$ cat src/rtl/rb_mem_pkg.sv
// Shared types and defaults for the unified-memory arbiter.
//   arb_state_t  : arbiter FSM states
//   TIMEOUT_DEF  : default per-access watchdog limit in cycles
package rb_mem_pkg;
   typedef enum logic [2:0] {IDLE, LOAD, DATA, FETCH, STEP} arb_state_t;
   localparam int TIMEOUT_DEF = 64;
endpackage

$ cat src/rtl/arb_watchdog.sv
// Per-access watchdog. Counts cycles while enabled and pulses o_Expire on the
// cycle where the count would reach TIMEOUT-1, so an access that never gets
// an ack is held for exactly TIMEOUT-1 cycles.
//   Clock, nReset : clock, async active-low reset
//   i_Clr         : restart count at 0 (takes priority over i_En)
//   i_En          : count this cycle
//   o_Expire      : limit reached this cycle
module arb_watchdog #(
   parameter int TIMEOUT = rb_mem_pkg::TIMEOUT_DEF
) (
   input  logic Clock,
   input  logic nReset,
   input  logic i_Clr,
   input  logic i_En,
   output logic o_Expire
);
   localparam int CW = $clog2(TIMEOUT);

   logic [CW-1:0] r_cnt;

   always_ff @(posedge Clock or negedge nReset) begin
      if (!nReset)    r_cnt <= '0;
      else if (i_Clr) r_cnt <= '0;
      else if (i_En)  r_cnt <= r_cnt + 1'b1;
   end

   // Compare against TIMEOUT-2: the increment at this edge is the one that
   // would reach TIMEOUT-1. Does not look at i_Clr, which is itself driven
   // from o_Expire in the arbiter.
   assign o_Expire = i_En && (r_cnt == CW'(TIMEOUT - 2));
endmodule

$ cat src/rtl/mem_arbiter.sv
// Arbiter sharing one single-ported, variable-latency memory between
// instruction fetch, the processor's data access and a program loader.
// Each processor step runs IDLE -> [DATA] -> FETCH -> STEP; CpuHold is low
// only in STEP. A loader write (LdReq) wins arbitration in IDLE.
//   Clock, nReset            : clock, async active-low reset
//   InstrAddr / InstrMem     : fetch address in / fetched word out (reg)
//   MemAddr, MemRead, MemWrite, WriteData, WriteL, WriteR : data access in
//   MemData                  : last completed read data (reg)
//   CpuHold                  : 1 = processor must not advance
//   LdReq, LdAddr, LdData    : loader write request (level)
//   LdAck                    : loader write accepted (one-cycle pulse)
//   MReq, MWe, MAddr, MWData, MWL, MWR : memory request side (reg)
//   MAck, MRData             : memory completion and read data
//   Err                      : sticky access-timeout flag
module mem_arbiter
   import rb_mem_pkg::*;
#(
   parameter int AW      = 16,
   parameter int DW      = 32,
   parameter int TIMEOUT = TIMEOUT_DEF
) (
   input  logic          Clock,
   input  logic          nReset,
   input  logic [AW-1:0] InstrAddr,
   output logic [DW-1:0] InstrMem,
   input  logic [AW-1:0] MemAddr,
   input  logic          MemRead,
   input  logic          MemWrite,
   input  logic [DW-1:0] WriteData,
   input  logic          WriteL,
   input  logic          WriteR,
   output logic [DW-1:0] MemData,
   output logic          CpuHold,
   input  logic          LdReq,
   input  logic [AW-1:0] LdAddr,
   input  logic [DW-1:0] LdData,
   output logic          LdAck,
   output logic          MReq,
   output logic          MWe,
   output logic [AW-1:0] MAddr,
   output logic [DW-1:0] MWData,
   output logic          MWL,
   output logic          MWR,
   input  logic          MAck,
   input  logic [DW-1:0] MRData,
   output logic          Err
);
   arb_state_t    r_state;
   logic [AW-1:0] r_iaddr;
   logic          r_rd, r_wr;
   logic [DW-1:0] r_instr, r_mdata, r_mwdata;
   logic [AW-1:0] r_maddr;
   logic          r_hold, r_mreq, r_mwe, r_mwl, r_mwr, r_err;

   logic w_in_acc, w_ack, w_expire, w_done, w_to;

   assign w_in_acc = (r_state == LOAD) || (r_state == DATA) || (r_state == FETCH);
   assign w_ack    = r_mreq && MAck;            // acks with no request are ignored
   assign w_done   = w_ack || w_expire;
   assign w_to     = w_expire && !w_ack;        // a late ack on the last cycle still counts

   arb_watchdog #(.TIMEOUT(TIMEOUT)) u_wdog (
      .Clock    (Clock),
      .nReset   (nReset),
      .i_Clr    (!w_in_acc || w_done),
      .i_En     (w_in_acc),
      .o_Expire (w_expire)
   );

   always_ff @(posedge Clock or negedge nReset) begin
      if (!nReset) begin
         r_state  <= IDLE;
         r_iaddr  <= '0;
         r_rd     <= 1'b0;
         r_wr     <= 1'b0;
         r_instr  <= '0;
         r_mdata  <= '0;
         r_hold   <= 1'b1;
         r_mreq   <= 1'b0;
         r_mwe    <= 1'b0;
         r_maddr  <= '0;
         r_mwdata <= '0;
         r_mwl    <= 1'b0;
         r_mwr    <= 1'b0;
         r_err    <= 1'b0;
      end else begin
         case (r_state)
            IDLE: begin
               r_mreq <= 1'b1;
               if (LdReq) begin
                  r_state  <= LOAD;
                  r_mwe    <= 1'b1;
                  r_maddr  <= LdAddr;
                  r_mwdata <= LdData;
                  r_mwl    <= 1'b0;
                  r_mwr    <= 1'b0;
               end else begin
                  // Processor inputs are captured only here; the memory
                  // request registers double as the data-access latch.
                  r_iaddr <= InstrAddr;
                  r_rd    <= MemRead;
                  r_wr    <= MemWrite;
                  if (MemRead || MemWrite) begin
                     r_state  <= DATA;
                     r_mwe    <= MemWrite;   // read+write resolves to a write
                     r_maddr  <= MemAddr;
                     r_mwdata <= WriteData;
                     r_mwl    <= WriteL;
                     r_mwr    <= WriteR;
                  end else begin
                     r_state <= FETCH;
                     r_mwe   <= 1'b0;
                     r_maddr <= InstrAddr;
                     r_mwl   <= 1'b0;
                     r_mwr   <= 1'b0;
                  end
               end
            end
            DATA: if (w_done) begin
               if (r_rd && !r_wr) r_mdata <= w_ack ? MRData : '0;
               if (w_to)          r_err   <= 1'b1;
               // Fetch goes out after the data access so a store to the
               // fetch address is seen by this step's fetch.
               r_state <= FETCH;
               r_mreq  <= 1'b1;
               r_mwe   <= 1'b0;
               r_maddr <= r_iaddr;
               r_mwl   <= 1'b0;
               r_mwr   <= 1'b0;
            end
            FETCH: if (w_done) begin
               r_instr <= w_ack ? MRData : '0;       // aborted fetch becomes a NOP
               if (w_to) r_err <= 1'b1;
               r_state <= STEP;
               r_mreq  <= 1'b0;
               r_mwe   <= 1'b0;
               r_hold  <= 1'b0;
            end
            LOAD: if (w_done) begin
               if (w_to) r_err <= 1'b1;
               r_state <= IDLE;
               r_mreq  <= 1'b0;
               r_mwe   <= 1'b0;
            end
            STEP: begin
               r_hold  <= 1'b1;
               r_state <= IDLE;
            end
            default: r_state <= IDLE;
         endcase
      end
   end

   assign LdAck    = (r_state == LOAD) && w_done;
   assign InstrMem = r_instr;
   assign MemData  = r_mdata;
   assign CpuHold  = r_hold;
   assign MReq     = r_mreq;
   assign MWe      = r_mwe;
   assign MAddr    = r_maddr;
   assign MWData   = r_mwdata;
   assign MWL      = r_mwl;
   assign MWR      = r_mwr;
   assign Err      = r_err;
endmodule
$ cat config.mk
export PLATFORM = sky130hd
export DESIGN_NAME = mem_arbiter
export DESIGN_NICKNAME = d
export VERILOG_FILES = /design/src/rtl/rb_mem_pkg.sv /design/src/rtl/arb_watchdog.sv /design/src/rtl/mem_arbiter.sv
export SDC_FILE = /design/constraint.sdc
export NUM_CORES = 1
export LEC_CHECK = 0
export CORE_AREA = 8 8 135 137
export CTS_BUF_LIST = sky130_fd_sc_hd__clkbuf_8
export DETAILED_ROUTE_END_ITERATION = 12
export DIE_AREA = 0 0 143 145
export PLACE_DENSITY = 0.78
export RECOVER_POWER = 25
export SLEW_MARGIN = 20
export SYNTH_ARGS = -nofsm -noshare
export SYNTH_HDL_FRONTEND = slang
export SYNTH_SLANG_ARGS = --single-unit
$ cat constraint.sdc
create_clock -name Clock -period 2.05 [get_ports Clock]
set_input_delay 0.615 -clock Clock [delete_from_list [all_inputs] [get_ports Clock]]
set_output_delay 0.615 -clock Clock [all_outputs]
set_load 0.005 [all_outputs]
==> results of run 1 <==
==> worst register-to-register path, stage by stage (launching register included) <==
cell      delay [ps]
dfrtp_1          380
buf_4            130
buf_4            160
or3b_1           450
buf_12           210
nor2b_4          190
a221oi_1         300
mux2_2           200
==> report_power, final <==
group          switching (mW)  internal, mW
clock                    1.13          1.22
sequential              0.722          4.16
combinational            2.49          3.67
==> metal layers <==
layer  track usage (%)  part of all wire, %  up-vias
met5                 0                    0        -
met4              9.84                  3.6        0
met3              5.64                  6.6       50
met2              33.5                   53      213
met1              21.5                   37     2603
li1                  -                    -     2458
==> state kept, by name, indices dropped and copies added, names as in the netlist <==
signal	flops
MWR	1
MemData	32
r_iaddr	16
InstrMem	32
CpuHold	1
MWData	32
MReq	1
r_rd	1
r_wr	1
MWL	1
u_wdog.r_cnt	6
r_state	3
Err	1
MAddr	16
MWe	1
==> placed cells by master, fill, tap and decap left out, types with 3 or more instances in the layout <==
cell type / instances
a221oi_1: 13
a221oi_2: 3
a32o_1: 66
buf_12: 11
buf_4: 22
bufinv_16: 3
clkbuf_8: 17
clkdlybuf4s50_1: 265
dfrtp_1: 144
inv_1: 5
inv_6: 5
mux2_2: 32
mux2i_1: 48
nand2_1: 38
nor2_1: 25
nor2b_1: 17
nor3_1: 3
o21ai_0: 35
==> layout make-up <==
class | instances | area (um2) | share of cell area, %
clock inverters | 15 | 180 | 1.82
flip-flops and latches | 145 | 3630 | 36.6
clock buffers | 17 | 234 | 2.36
inverters | 4 | 15.0 | 0.151
multi-input cells | 314 | 2510 | 25.3
repair buffers | 305 | 3080 | 31.1
well taps | 220 | 275 | 2.77
==> through the flow <==
step	setup TNS, ps	worst slack [ps]	cells	area, um2	hold WS, ps
after floorplan	0	29.6	507	6310	319
after detailed placement	-44540	-630	985	9490	470
after global placement	-41840	-623	985	9490	463
final	-308	-215	1020	9920	378
after global routing	-2880	-328	1020	9920	440
after CTS	-1060	-260	1019	9930	80.3
==> repair_timing <==
item,4_1_cts,5_1_grt
resized for setup,10,5
setup endpoints to repair,84,81
pin swaps,2,1
cloned,1,0
buffers inserted,1,1
==> worst paths after layout <==
kind / from / end / slack [ps] / depth (start not counted)
worst max-delay path: MAck / LdAck / -210 / 5
worst min-delay path: nReset / MemData[8] / 380 / 1
worst min register to register: MWData[12] / MWData[12] / 480 / 2
worst max register to register: r_state[2] / MAddr[13] / -40 / 7
max in group asynchronous: nReset / InstrMem[24] / 350 / 2
min in group Clock: MWData[12] / MWData[12] / 480 / 2
==> cell families (layout without fill, tap and decap cells) <==
| family | count (synthesis) | count (layout) |
|---|---|---|
| buffers and inverters | 49 | 341 |
| and+or+nand+nor | 98 | 99 |
| DFF | 145 | 145 |
| xor gates and xnor gates | 4 | 4 |
| adders and majority gates | 2 | 2 |
| muxes | 82 | 82 |
| AOI/OAI and AO/OA | 127 | 127 |
==> impl_metrics.toml, run 1 <==
[outcome]
run_status = "finished, violations left"
failed_checks = "negative setup slack"

[finish]
utilization_pct = 61.4
syn_to_final_growth_pct = 57.3
nFillCells = 1271
nNetsFinal = 941
n_antenna_cell = 0
drive_above_1_share_pct = 14.8

[global_routing]
grt_pass1_wl_mm = 31.7
grt_max_degree = 66
grt_usage_pct = 19.5
grt_overflow = 0
grt_pass1_vias = 5779
antenna_found_initial = 0

[min_path]
hold_path_class = "input pin to asynchronous set/reset pin"

[yosys]
synth.most_common_cell = "dfrtp_1"
synth_edf_count = 0
synth_nets = 661
yosys-top-cells-area = "dfrtp_1, a32o_1, mux2i_1, mux2_2, o21ai_0"
synth_top_family_by_area = "compound AO/OA/AOI/OAI gates"
synthAdderAreaFrac_pct = 0.397
synthXorXnorAreaFrac_pct = 0.555
post-synth-top-area-cell = "dfrtp_1"
synthFlopType = "dfrtp_1"
synthMuxAreaShare_pct = 13.7
yosys.area_share.simple_pct = 7.54
synthCells = 507
synth_area_mm2 = 0.00631
yosysWarningCount = 0
synth_cell_types = 39
ys_ff_latch = 145
synthArstFlopShare_pct = 100
synth-compound-area-share_pct = 16.7
yosys-top-cells-count = "dfrtp_1, a32o_1, mux2i_1, nand2_1, o21ai_0"
synth.avg_cell_area_um2 = 12.4
yosysTopAreaCellShare_pct = 57.1
ys_seq_area_share_pct = 57.5

[die]
dieArea_mm2 = 0.0207
core_area_mm2 = 0.0162
fp-row-count = 47
die_w_um = 143
dieHeight_um = 145
start_util_pct = 39.0
boundaryPins = 271

[detailed_routing]
dr.pass1.iters = 5
vias = 5324
route.detailed.drc = 0
drt_iter0_markers = 356
post_drt_wl_per_cell_um = 19.7
vias_per_cell = 5.22
totalWireLength_mm = 20.1
ant_nets = 0

[power]
p_total_mw = 13.4
max-vdd-ir-drop_mv = 0.610
power_density_mw_per_mm2 = 1350
power.leakage_nw = 4.22

[sta]
skew_ps = 10.7
period_share_pct = 110
max_freq_ghz = 0.442
slew_violations = 0
relSlewSlack_pct = 25.5
rsz0062_at_grt = "yes"
setup_viol = 6
worst_slack_ps = -215
fin_crit_ps = 2260
hold_viol = 0
worst_slew_pin_slew_ps = 1120

[critical_path]
endpoint_kind = "output port"
cp_slowest_cell = "clkdlybuf4s50_1"
worstPathMaxFanout = 2
cp_top_family = "buffers and inverters"
startpoint_type = "input pin"
cp.arrival_ps = 1650
crit_required_ps = 1430
max_stage_delay_ps = 470
critPathKind = "input pin to output port"
crit_buf_inv = 2
worstPathCellList = "clkdlybuf4s50_1, and2_2, a21oi_2, nor3b_2, buf_2"

[clocking]
cts-root-buf = "clkbuf_8"
cts_hold_buf = 0
htreeDepth = 4
clock_path_buffers = 2
clkTransAtPathRegs_ps = 80
cts_inserted_buffers = 17
clk-insertion-delay-late_ps = 450
cts_tree = "yes"
clock-sinks = 145

[placed_design]
port_buffers = 270
hpwl_mm = 14.9
gp_congestion = 0.781

[run]
maxCapViolCount = 0
(Power assumes the default switching activity.)
==> run 2: changes to the inputs <==
==> constraint.sdc (replaced) <==
create_clock -name Clock -period 2.05 [get_ports Clock]
set_input_delay 0.615 -clock Clock [delete_from_list [all_inputs] [get_ports Clock]]
set_output_delay 0.615 -clock Clock [all_outputs]
set_load 0.01 [all_outputs]
==> impl_metrics.toml, run 2 (synthesis gave the netlist of run 1 again) <==
[outcome]
run_status = "finished, violations left"
failed_checks = "negative setup slack"

[global_routing]
grt_pass1_wl_mm = 32.3
antenna_found_initial = 0
grt_max_degree = 66
grt_usage_pct = 19.8
grt_overflow = 0
grt_pass1_vias = 5763

[sta]
slew_violations = 0
timing.hold.ws_ps = 337
setup_viol = 1
worst_slack_ps = -224
max_freq_ghz = 0.440
hold_viol = 0
worst_slew_pin_slew_ps = 1070
fin_crit_ps = 2270
relSlewSlack_pct = 28.9
rsz0062_at_grt = "yes"
period_share_pct = 111
skew_ps = 13.9

[clocking]
clock_path_buffers = 2
cts-root-buf = "clkbuf_8"
htreeDepth = 4
cts_inserted_buffers = 17
clkTransAtPathRegs_ps = 90
clock-sinks = 145
cts_tree = "yes"
cts_hold_buf = 0
clk-insertion-delay-late_ps = 450

[finish]
mostFrequentLayoutCells = "clkdlybuf4s50_1, dfrtp_1, a32o_1"
final_design_area_no_fill_mm2 = 0.0102
drive_above_1_share_pct = 18.6
n_antenna_cell = 0
nFillCells = 1243
syn_to_final_growth_pct = 62.2
nNetsFinal = 958
layout_commonest_cell = "clkdlybuf4s50_1"

[min_path]
hold_path_class = "input pin to asynchronous set/reset pin"

[placed_design]
place_area_mm2 = 0.00950
port_buffers = 270
gp_congestion = 0.786
hpwl_mm = 15.1
dp_slack_ps = -615

[run]
maxCapViolCount = 0

[die]
die_w_um = 143
dieArea_mm2 = 0.0207
start_util_pct = 39.0
fp-row-count = 47
boundaryPins = 271
core_area_mm2 = 0.0162
dieHeight_um = 145

[power]
power.leakage_nw = 4.55
max-vdd-ir-drop_mv = 0.694
power_density_mw_per_mm2 = 1410

[critical_path]
reg2reg_setup_slack_ps = 20
cp.arrival_ps = 1660
critPathKind = "register to output port"
startpoint_type = "register"
crit_required_ps = 1430
worst_r2r_path_depth = 8
startpoint = "u_wdog.r_cnt[0]"
cp-endpoint = "LdAck"
r2r-end = "MAddr[5]"
worstPathMaxFanout = 2
endpoint_kind = "output port"
r2r-start = "u_wdog.r_cnt[0]"

[detailed_routing]
post_drt_wl_per_cell_um = 20.8
ant_nets = 0
vias_per_cell = 5.28
totalWireLength_mm = 21.6
drt_iter0_markers = 355
dr.pass1.iters = 6
route.detailed.drc = 0
vias = 5476
[run 2: changes by cell type in the layout (fill, tap and decap cells not counted), moves of 5 or more]
cell,before,now
buf_4,22,31
a221oi_2,3,10
clkdlybuf4s50_1,265,246
dlymetal6s2s_1,0,14
a221oi_1,13,6
dlygate4sd2_1,2,7
[run 2: routing by layer]
layer / vias to the layer above / track usage [%] / wire length, um
met2: 211 / 35.0 / 11600
met4: 0 / 9.52 / 633
met3: 39 / 5.45 / 1340
met1: 2735 / 21.4 / 7990
li1: 2491 / - / -
met5: - / 0 / 0
[run 2: cell type report]
cell class,count,area (um2),area share (%)
Sequential cell,145,3630,35.5
Timing Repair Buffer,322,3320,32.5
Multi-Input combinational cell,314,2580,25.2
Tap cell,220,275,2.69
Clock buffer,17,234,2.29
Clock inverter,15,173,1.69
Inverter,4,15.0,0.147
[run 2: where the power goes]
group	switching, mW	internal [mW]	leakage [nW]
clock network	1.21	1.12	0.201
logic	3.13	4.03	2.55
registers	0.741	4.16	1.80
[run 2: how the worst min path moves through the flow]
stage                  end  cells past startpoint  slack, ps      start
4_1_cts        InstrMem[7]                      1         70     nReset
3_3_place_gp     MWData[5]                      2        460  MWData[5]
2_1_floorplan          Err                      0        320     nReset
6_report       InstrMem[7]                      1        340     nReset
5_1_grt         MemData[7]                      1        410     nReset
3_5_place_dp           Err                      1        460        Err
[run 2: stage by stage]
stage,std cells,util [%],TNS [ps],total power [mW]
floorplan,507,-,0,7.87
global placement,987,58.7,-42390,11.3
detailed placement,987,58.7,-44950,11.5
CTS,1021,61.5,-311,13.9
global route,1037,63.3,-765,15.2
finish,1037,63.3,-224,14.4
[run 2: what timing repair did]
action                     CTS  global route
pin swaps                    3             4
setup buffers                1            12
resized for setup           18            38
cloned                       1             4
setup endpoints to repair   89            95
[run 2: worst max-delay path, stage by stage, from the launching register on]
cell,delay [ps]
dfrtp_1,390
inv_1,60
ha_1,140
and4b_2,260
a21oi_2,80
nor3b_2,140
buf_2,160
==> run 3: changes to the inputs <==
--- a/config.mk
+++ b/config.mk
@@ -9,6 +9,7 @@
 export CTS_BUF_LIST = sky130_fd_sc_hd__clkbuf_8
 export DETAILED_ROUTE_END_ITERATION = 12
 export DIE_AREA = 0 0 143 145
+export MAX_ROUTING_LAYER = met4
 export PLACE_DENSITY = 0.78
 export RECOVER_POWER = 25
 export SLEW_MARGIN = 20
==> impl_metrics.toml, run 3 (synthesis gave the netlist of run 1 again) <==
[run]
maxCapViolCount = 0

[finish]
mostFrequentLayoutCells = "clkdlybuf4s50_1, dfrtp_1, a32o_1"
drive_above_1_share_pct = 17.7
multiInputGateArea_mm2 = 0.00256
nFillCells = 1256
final_design_area_no_fill_mm2 = 0.0102
seqCellArea_mm2 = 0.00363
n_antenna_cell = 0
instances_no_fill = 1035
nNetsFinal = 956
syn_to_final_growth_pct = 61.5
layout_commonest_cell = "clkdlybuf4s50_1"
utilization_pct = 63.0

[sta]
relSlewSlack_pct = 30.0
rsz0062_at_grt = "yes"
timing.hold.ws_ps = 335
final.setup.tns_ps = -225
slew_violations = 0
fin_crit_ps = 2270
hold_viol = 0
skew_ps = 12.9
setup_viol = 1
worst_slew_pin_slew_ps = 1050
max_freq_ghz = 0.440
worst_slack_ps = -225
period_share_pct = 111

[clocking]
clock-sinks = 145
cts_inserted_buffers = 17
htreeDepth = 4
clock_path_buffers = 2
cts-root-buf = "clkbuf_8"
cts_hold_buf = 0
cts_tree = "yes"
clkTransAtPathRegs_ps = 90
clk-insertion-delay-late_ps = 440

[die]
core_area_mm2 = 0.0162
start_util_pct = 39.0
dieHeight_um = 145
die_w_um = 143
fp-row-count = 47
boundaryPins = 271
dieArea_mm2 = 0.0207

[placed_design]
hpwl_mm = 15.1
place_area_mm2 = 0.00950
gp_congestion = 0.795
dp_cells = 987
dp_slack_ps = -615
port_buffers = 270

[detailed_routing]
totalWireLength_mm = 21.5
vias = 5435
dr_wl_met3_mm = 1.06
wl_met2_mm = 11.5
ant_nets = 0
vias_per_cell = 5.25
post_drt_wl_per_cell_um = 20.7
drt_iter0_markers = 343
dr.pass1.iters = 5
routed.top_layer = "met4"
route.detailed.drc = 0
wl_met1_mm = 8.31

[global_routing]
grt_max_degree = 66
grt_overflow = 0
grt_pass1_vias = 5769
grt_pass1_wl_mm = 32.2
antenna_found_initial = 0
grt_usage_pct = 20.4

[critical_path]
startpoint = "u_wdog.r_cnt[0]"
reg2reg_setup_slack_ps = 10
crit_required_ps = 1430
endpoint_kind = "output port"
critPathKind = "register to output port"
crit_buf_inv = 2
worst_r2r_path_depth = 8
worstPathCellList = "inv_1, ha_1, and4b_2, a21oi_2, nor3b_2, buf_2"
cp_top_family = "flip-flops"
startpoint_type = "register"
worstPathMaxFanout = 2
r2r-start = "u_wdog.r_cnt[0]"
cp_num_cells = 6
cp_slowest_cell = "dfrtp_1"
cp-endpoint = "LdAck"
max_stage_delay_ps = 400
cp.arrival_ps = 1660
r2r-end = "MAddr[5]"

[outcome]
failed_checks = "negative setup slack"
run_status = "finished, violations left"

[power]
power_density_mw_per_mm2 = 1400
power.leakage_nw = 4.53
p_int_mw = 9.26
swShare_pct = 35.2
switching_power_mw = 5.03
seq_power_share_pct = 34.3
pwr-share-clk_pct = 16.2
p_total_mw = 14.3
pwr-share-comb_pct = 49.6
max-vdd-ir-drop_mv = 0.693

[min_path]
hold_path_class = "input pin to asynchronous set/reset pin"
## run 3: cell types whose count changed in the layout (fill, tap and decap cells not counted)
cell and delta:
a221oi_2 -3, nor2_1 +3, dlymetal6s2s_1 -1, clkdlybuf4s50_1 +1, buf_4 -2, a221oi_1 +3, nor2_2 -3
## run 3: worst min path at each step
stage / startpoint / to / slack (ps) / cells past startpoint
finish: nReset / InstrMem[7] / 340 / 1
global route: nReset / MemData[7] / 410 / 1
CTS: nReset / InstrMem[7] / 70 / 1
detailed placement: Err / Err / 460 / 1
global placement: MWData[5] / MWData[5] / 460 / 2
floorplan: nReset / Err / 320 / 0
## run 3: power groups by stage
| stage | Combinational (mW) | Sequential, mW | Clock [mW] |
|---|---|---|---|
| 3_3_place_gp | 6.43 | 4.85 | 0 |
| 4_1_cts | 6.68 | 4.88 | 2.38 |
| 5_1_grt | 7.58 | 5.03 | 2.51 |
| 3_5_place_dp | 6.63 | 4.92 | 0 |
| 2_1_floorplan | 2.54 | 5.33 | 0 |
| 6_report | 7.08 | 4.89 | 2.31 |
## run 3: area by class of cell
type	count	area share (%)
Sequential cell	145	35.6
Clock inverter	15	1.69
Clock buffer	17	2.30
Inverter	4	0.147
Timing Repair Buffer	320	32.4
Tap cell	220	2.70
Multi-Input combinational cell	314	25.1
## run 3: per-layer routing
| layer | GRT usage (%) | up-vias |
|---|---|---|
| met2 | 35.1 | 175 |
| met5 | - | - |
| li1 | - | 2489 |
| met1 | 21.7 | 2732 |
| met3 | 4.69 | 39 |
| met4 | 9.68 | 0 |
## run 3: repair_timing
item | CTS | global route
setup endpoints to repair | 89 | 94
pin swaps | 3 | 4
resized for setup | 18 | 31
gates cloned | 1 | 4
buffers inserted | 1 | 10
